==> config.mk <==
export PLATFORM = sky130hd
export DESIGN_NAME = rx_ant_div_select
export DESIGN_NICKNAME = d
export VERILOG_FILES = /design/src/rtl/rx_ant_div_select.sv
export SDC_FILE = /design/constraint.sdc
export NUM_CORES = 1
export LEC_CHECK = 0
export BUFFER_PORTS_ARGS = -buffer_cell sky130_fd_sc_hd__buf_4
export CAP_MARGIN = 20
export CORE_ASPECT_RATIO = 0.8
export CORE_MARGIN = 5
export CORE_UTILIZATION = 52
export DETAILED_ROUTE_END_ITERATION = 8
export PLACE_DENSITY_LB_ADDON = 0.2
export SYNTH_ARGS = -nofsm -noshare
export SYNTH_HDL_FRONTEND = slang
export SYNTH_SLANG_ARGS = --single-unit
export TNS_END_PERCENT = 50
==> constraint.sdc <==
create_clock -name clock -period 10.1 [get_ports clock]
set_input_delay 1.515 -clock clock [delete_from_list [all_inputs] [get_ports clock]]
set_output_delay 1.515 -clock clock [all_outputs]
set_load 0.1 [all_outputs]
==> src/rtl/rx_ant_div_select.sv <==
// Receive-diversity antenna selector: per-antenna RSSI IIR smoothing, hysteretic
// best-antenna choice with dwell time, packet lock and manual force, plus IQ mux.
module rx_ant_div_select #(
   parameter int NUM_ANT   = 4,
   parameter int SEL_W     = 2,
   parameter int RSSI_W    = 11,
   parameter int SAMPLE_W  = 32,
   parameter int AVG_SHIFT = 2,
   parameter int HYST      = 6,
   parameter int HOLD_SMP  = 16
) (
   input  logic                        clock,
   input  logic                        rstn,
   input  logic                        enable,
   input  logic [NUM_ANT*RSSI_W-1:0]   rssi_half_db,
   input  logic [NUM_ANT*SAMPLE_W-1:0] sample_in,
   input  logic                        sample_in_strobe,
   input  logic                        pkt_lock,
   input  logic                        force_en,
   input  logic [SEL_W-1:0]            force_ant,
   output logic [SAMPLE_W-1:0]         sample_out,
   output logic                        sample_out_strobe,
   output logic [SEL_W-1:0]            ant_select,
   output logic                        switch_strobe,
   output logic [RSSI_W-1:0]           rssi_sel,
   output logic [1:0]                  state
);

   localparam int ACC_W = RSSI_W + AVG_SHIFT;
   localparam int CNT_W = (HOLD_SMP > 1) ? $clog2(HOLD_SMP) : 1;
   localparam logic [CNT_W-1:0] HOLD_LOAD = CNT_W'(HOLD_SMP - 1);

   typedef enum logic [1:0] {
      ST_IDLE   = 2'd0,
      ST_SEARCH = 2'd1,
      ST_HOLD   = 2'd2,
      ST_LOCKED = 2'd3
   } state_t;

   state_t              state_q, state_d;
   logic [CNT_W-1:0]    hold_q, hold_d;
   logic [SEL_W-1:0]    sel_q, sel_d;
   logic                force_q;
   logic                first_q;
   logic [SAMPLE_W-1:0] sout_q;
   logic                sostb_q;
   logic                sw_q;
   logic [ACC_W-1:0]    acc_q [NUM_ANT];
   logic [ACC_W-1:0]    acc_d [NUM_ANT];
   logic [RSSI_W-1:0]   avg_d [NUM_ANT];
   logic [RSSI_W-1:0]   rssi  [NUM_ANT];
   logic [SAMPLE_W-1:0] smp   [NUM_ANT];

   logic                strobe_cyc;
   logic [SEL_W-1:0]    best_idx;
   logic [RSSI_W-1:0]   best_avg;
   logic [RSSI_W-1:0]   cur_avg;
   logic                sw_pass;
   logic                force_ok;
   logic                force_fall;
   logic [ACC_W-1:0]    sel_acc;

   assign strobe_cyc = enable & sample_in_strobe;
   assign force_fall = force_q & ~force_en;
   assign force_ok   = force_en && ({1'b0, force_ant} < (SEL_W+1)'(NUM_ANT));

   // The first strobe preloads the accumulator so the average starts at the live level.
   always_comb begin
      for (int k = 0; k < NUM_ANT; k++) begin
         rssi[k] = rssi_half_db[k*RSSI_W +: RSSI_W];
         smp[k]  = sample_in[k*SAMPLE_W +: SAMPLE_W];
         acc_d[k] = acc_q[k];
         if (strobe_cyc) begin
            if (first_q) acc_d[k] = ACC_W'(rssi[k]) << AVG_SHIFT;
            else         acc_d[k] = acc_q[k] - (acc_q[k] >> AVG_SHIFT) + ACC_W'(rssi[k]);
         end
         avg_d[k] = acc_d[k][ACC_W-1:AVG_SHIFT];
      end
   end

   // Strict ">" keeps the lowest index on ties.
   always_comb begin
      best_idx = '0;
      best_avg = avg_d[0];
      for (int k = 1; k < NUM_ANT; k++) begin
         if (avg_d[k] > best_avg) begin
            best_idx = SEL_W'(k);
            best_avg = avg_d[k];
         end
      end
      cur_avg = avg_d[sel_q];
      sw_pass = ({1'b0, best_avg} > ({1'b0, cur_avg} + (RSSI_W+1)'(HYST)));
   end

   // NOTE: every always_comb output gets a default first so no latch is inferred.
   always_comb begin
      state_d = state_q;
      hold_d  = hold_q;
      sel_d   = sel_q;
      if (!enable) begin
         state_d = ST_IDLE;
      end else begin
         case (state_q)
            ST_IDLE: state_d = ST_SEARCH;
            ST_LOCKED: begin
               if (!pkt_lock) begin
                  state_d = ST_HOLD;
                  hold_d  = HOLD_LOAD;
               end
            end
            default: begin
               if (strobe_cyc && pkt_lock) begin
                  state_d = ST_LOCKED;
               end else if (force_fall) begin
                  state_d = ST_HOLD;
                  hold_d  = HOLD_LOAD;
               end else if (strobe_cyc) begin
                  if (state_q == ST_SEARCH) begin
                     if (!force_en && sw_pass) begin
                        sel_d   = best_idx;
                        hold_d  = HOLD_LOAD;
                        state_d = ST_HOLD;
                     end
                  end else if (hold_q <= CNT_W'(1)) begin
                     hold_d  = '0;
                     state_d = ST_SEARCH;
                  end else begin
                     hold_d = hold_q - CNT_W'(1);
                  end
               end
            end
         endcase
         if (strobe_cyc && (state_q != ST_IDLE) && force_ok) sel_d = force_ant;
      end
   end

   // NOTE: the accumulators are a small register array, not RAM, so clearing them in reset is fine.
   always_ff @(posedge clock or negedge rstn) begin
      if (!rstn) begin
         state_q <= ST_IDLE;
         hold_q  <= '0;
         sel_q   <= '0;
         force_q <= 1'b0;
         first_q <= 1'b1;
         sout_q  <= '0;
         sostb_q <= 1'b0;
         sw_q    <= 1'b0;
         for (int k = 0; k < NUM_ANT; k++) acc_q[k] <= '0;
      end else begin
         state_q <= state_d;
         hold_q  <= hold_d;
         sel_q   <= sel_d;
         force_q <= force_en;
         sostb_q <= strobe_cyc;
         sw_q    <= (sel_d != sel_q);
         if (strobe_cyc) begin
            first_q <= 1'b0;
            sout_q  <= smp[sel_q];
         end
         for (int k = 0; k < NUM_ANT; k++) acc_q[k] <= acc_d[k];
      end
   end

   assign sel_acc           = acc_q[sel_q];
   assign sample_out        = sout_q;
   assign sample_out_strobe = sostb_q;
   assign ant_select        = sel_q;
   assign switch_strobe     = sw_q;
   assign rssi_sel          = sel_acc[ACC_W-1:AVG_SHIFT];
   assign state             = state_q;

endmodule

==> metrics.md <==
| Metric | Value |
|---|---|
| H-tree depth | `3` |
| Launching element type of the critical path | `input pin` |
| Data arrival time at the worst-slack endpoint | `10.62 ns` |
| Final period demand of the worst path | `10.34 ns` |
| Busiest layer in global routing | `met2` |
| Effective utilization at floorplan | `between 50% and 60%` |
| Layout overhead on the synthesized area | `33.1%` |
| Slew headroom | `37.3%` |
| Kind of end point of the critical path | `flop` |
| Startpoint of the most critical register-to-register path | `acc_q[42]` |
| Cell at the root of the clock tree | `sky130_fd_sc_hd__clkbuf_16` |
| Number of diodes added for antenna fixing | `0` |
| Slowest cell on the critical path | `sky130_fd_sc_hd__fa_1` |
| Remaining design rule violation count | `0` |
| Depth of the worst register-to-register path | `50` |
| Final weighted congestion in routability-driven placement | `1.02` |
| Avg Synthesized Cell Area | `8.53 um2` |
| Register area share after synthesis | `21.3%` |
| Core Area | `~21,000 um2` |
| Global routing usage on met2 | `between 40% and 50%` |
| Final Cycle Share | `102%` |
| Die height | `142 um` |
| Count of state elements after synthesis | `96` |
| Initial DRC Count | `1,413` |
| TritonCTS clock tree | `yes` |
| Boundary Pins | `between 200 and 250` |
| Floorplan die width | `175 um` |
| Number of instances in the synthesized netlist | `around 1,300` |
| Number of hold-repair buffers added at the cts stage | `0` |
| Estimated wirelength of the detail-placed design | `31,400 um` |
| Via count of the first global-routing pass | `approximately 11,000` |
| Final Max Tran Viols | `0` |
| Clock skew after layout | `0.0168 ns` |
| Post-synth EDFFs | `0` |
| Hold Path Class | `reg -> reg` |
| Setup-failing EPs final | `9` |
| Transition at the pin with the smallest max-transition slack | `0.936 ns` |
| Maximum operating frequency | `~97 MHz` |
| Max Fanout on Critical Path | `7` |
| Detail-routed via count per cell | `5.98` |
| Setup slack of the most critical reg-to-reg path | `0.51 ns` |
| Vias post-DR | `11,550` |
| Global-route wire length before repair | `59,300 um` |
| Number of buffers created by CTS | `9` |
| Area of the mapped netlist | `11,300 um2` |
| Core utilization of the finished layout | `roughly 70%` |
| Violations in the final reports | `setup timing` |
| Worst-Skew Late Latency | `approximately 0.37 ns` |
| Number of failing hold endpoints at the final stage | `0` |
| Most frequently used flop master after synthesis | `sky130_fd_sc_hd__dfrtp_1` |
| Status | `finished with violations` |
| Max-capacitance violation count | `0` |
| Setup slack at placement | `-0.671 ns` |
| Longest individual stage delay on the worst path | `around 0.53 ns` |
| Total wire length | `approximately 40,000 um` |
| Pin count of the biggest net entering global routing | `64` |
| Warning count from the yosys run | `0` |
| DR pass1 iterations | `7` |
| Min-Delay Startpoint | `sample_out[14]` |
| GRT Residual Overflow | `0` |
| Post-synthesis net count | `1,647` |
| Share of flip-flops with an asynchronous set or reset | `between 90% and 100%` |
| Capture point of the worst reg-to-reg path | `state[0]` |
| Clock tree sinks | `between 90 and 100` |
| Worst EP required | `10.39 ns` |
| Final Worst Setup Slack | `-0.235 ns` |
| Total GRT Usage | `30.3%` |
| Grt met3 use | `7.65%` |
| Clock transition at the registers of the reported paths | `0.08 ns` |
| Mean routed wirelength per cell | `about 21 um` |
| Final antenna-violating net count | `0` |
| Met1 track utilization from global routing | `between 40% and 50%` |
| Placement Rows | `48` |
| Unique masters post-synth | `88` |
| Final net count | `1,976` |
| Antenna violations before repair | `2` |
| Setup Crit Path Kind | `in -> reg` |
| Commonest non-fill, non-tap cell in the layout | `sky130_fd_sc_hd__buf_4` |
| Floorplan die area | `24,700 um2` |
| Timing endpoint of the critical path | `state[0]` |
| Fraction of final layout cells sized beyond drive strength 1 | `33.2%` |
| Number of buffers inserted by port buffering | `approximately 230` |
| Unrepaired setup endpoints after global routing | `true` |
| Largest buffer count on any clock path | `2` |
| Worst setup path startpoint | `rssi_half_db[3]` |
| Commonest cells after routing, fill and taps aside | `364 x sky130_fd_sc_hd__buf_4, 210 x sky130_fd_sc_hd__inv_1, 174 x sky130_fd_sc_hd__nand2_1, 93 x sky130_fd_sc_hd__dfrtp_1, 86 x sky130_fd_sc_hd__ha_1` |
## state kept, by name, summed over array words and instances, names as in the netlist
signal	count
state	2
first_q	1
sample_out	32
acc_q	52
ant_select	2
hold_q	4
switch_strobe	1
force_q	1
sample_out_strobe	1
## cell families (layout without fill, tap and decap cells)
group | Yosys count | in the layout | synth area share [%]
AOI/OAI and AO/OA | 308 | 308 | 18.5
xor gates and xnor gates | 28 | 28 | 2.18
muxes | 94 | 94 | 13.6
buffers and inverters | 273 | 607 | 9.66
adders and majority gates | 146 | 146 | 19.1
and+or+nand+nor | 376 | 376 | 15.6
DFF | 96 | 96 | 21.3
## critical path: cells and delay by family
family                   cells  cell delay [ns]
AO/OA/AOI/OAI               26             4.43
adder cells (fa/ha/maj)      6             1.95
AND/OR/NAND/NOR              7             0.89
multiplexers                 4             1.06
buffers and inverters        8             0.79
## cells in the mapped netlist, types with 34 or more instances
cell | instances | area, um2
sky130_fd_sc_hd__dfrtp_1 | 95 | 2380
sky130_fd_sc_hd__nor2_1 | 50 | 188
sky130_fd_sc_hd__ha_1 | 102 | 1280
sky130_fd_sc_hd__nand2_1 | 176 | 661
sky130_fd_sc_hd__mux4_2 | 46 | 1040
sky130_fd_sc_hd__inv_1 | 217 | 815
sky130_fd_sc_hd__a21o_1 | 34 | 255
sky130_fd_sc_hd__nand3_1 | 41 | 205
sky130_fd_sc_hd__a21oi_1 | 72 | 360
sky130_fd_sc_hd__mux2i_1 | 36 | 360
sky130_fd_sc_hd__o21ai_0 | 71 | 355
sky130_fd_sc_hd__fa_1 | 44 | 881
## cell type report
class / instances / area, um2
well taps: 275 / 344
repair buffers: 372 / 2840
clock inverters: 7 / 76.3
multi-input cells: 952 / 8290
inverters: 219 / 823
clock buffers: 9 / 225
fillers: 1703 / 6440
flip-flops and latches: 96 / 2410
## through the flow
step	cell area [um2]	hold slack (ns)	instances	setup TNS, ns
6_report	15000	0.480	1930	-1.73
3_3_place_gp	14100	0.460	1897	-2.64
3_5_place_dp	14100	0.465	1897	-5.51
5_1_grt	15000	0.503	1930	-4.25
4_1_cts	14600	0.483	1918	0
2_1_floorplan	11400	0.501	1321	0
## how the worst min path moves through the flow
stage | slack [ns] | endpoint | cells past startpoint
after CTS | 0.48 | sample_out[31] | 2
after detailed placement | 0.47 | sample_out[14] | 2
final | 0.48 | sample_out[14] | 2
after global placement | 0.46 | sample_out[27] | 2
after global routing | 0.50 | sample_out[31] | 2
after floorplan | 0.50 | hold_q[2] | 1
## routing by layer
layer,up-vias,routed length [um]
li1,5290,-
met1,5646,17400
met2,534,18000
met3,76,3660
met4,4,849
met5,-,21
## repair_timing
| action | 4_1_cts | 5_1_grt |
|---|---|---|
| resized for setup | 22 | 73 |
| setup buffers | 5 | 14 |
| pin swaps | 19 | 42 |
| setup endpoints to repair | 9 | 9 |
Power is left out: the tool's default activity adds up to more than one toggle a clock period on the data nets, which glitch-free logic cannot reach.
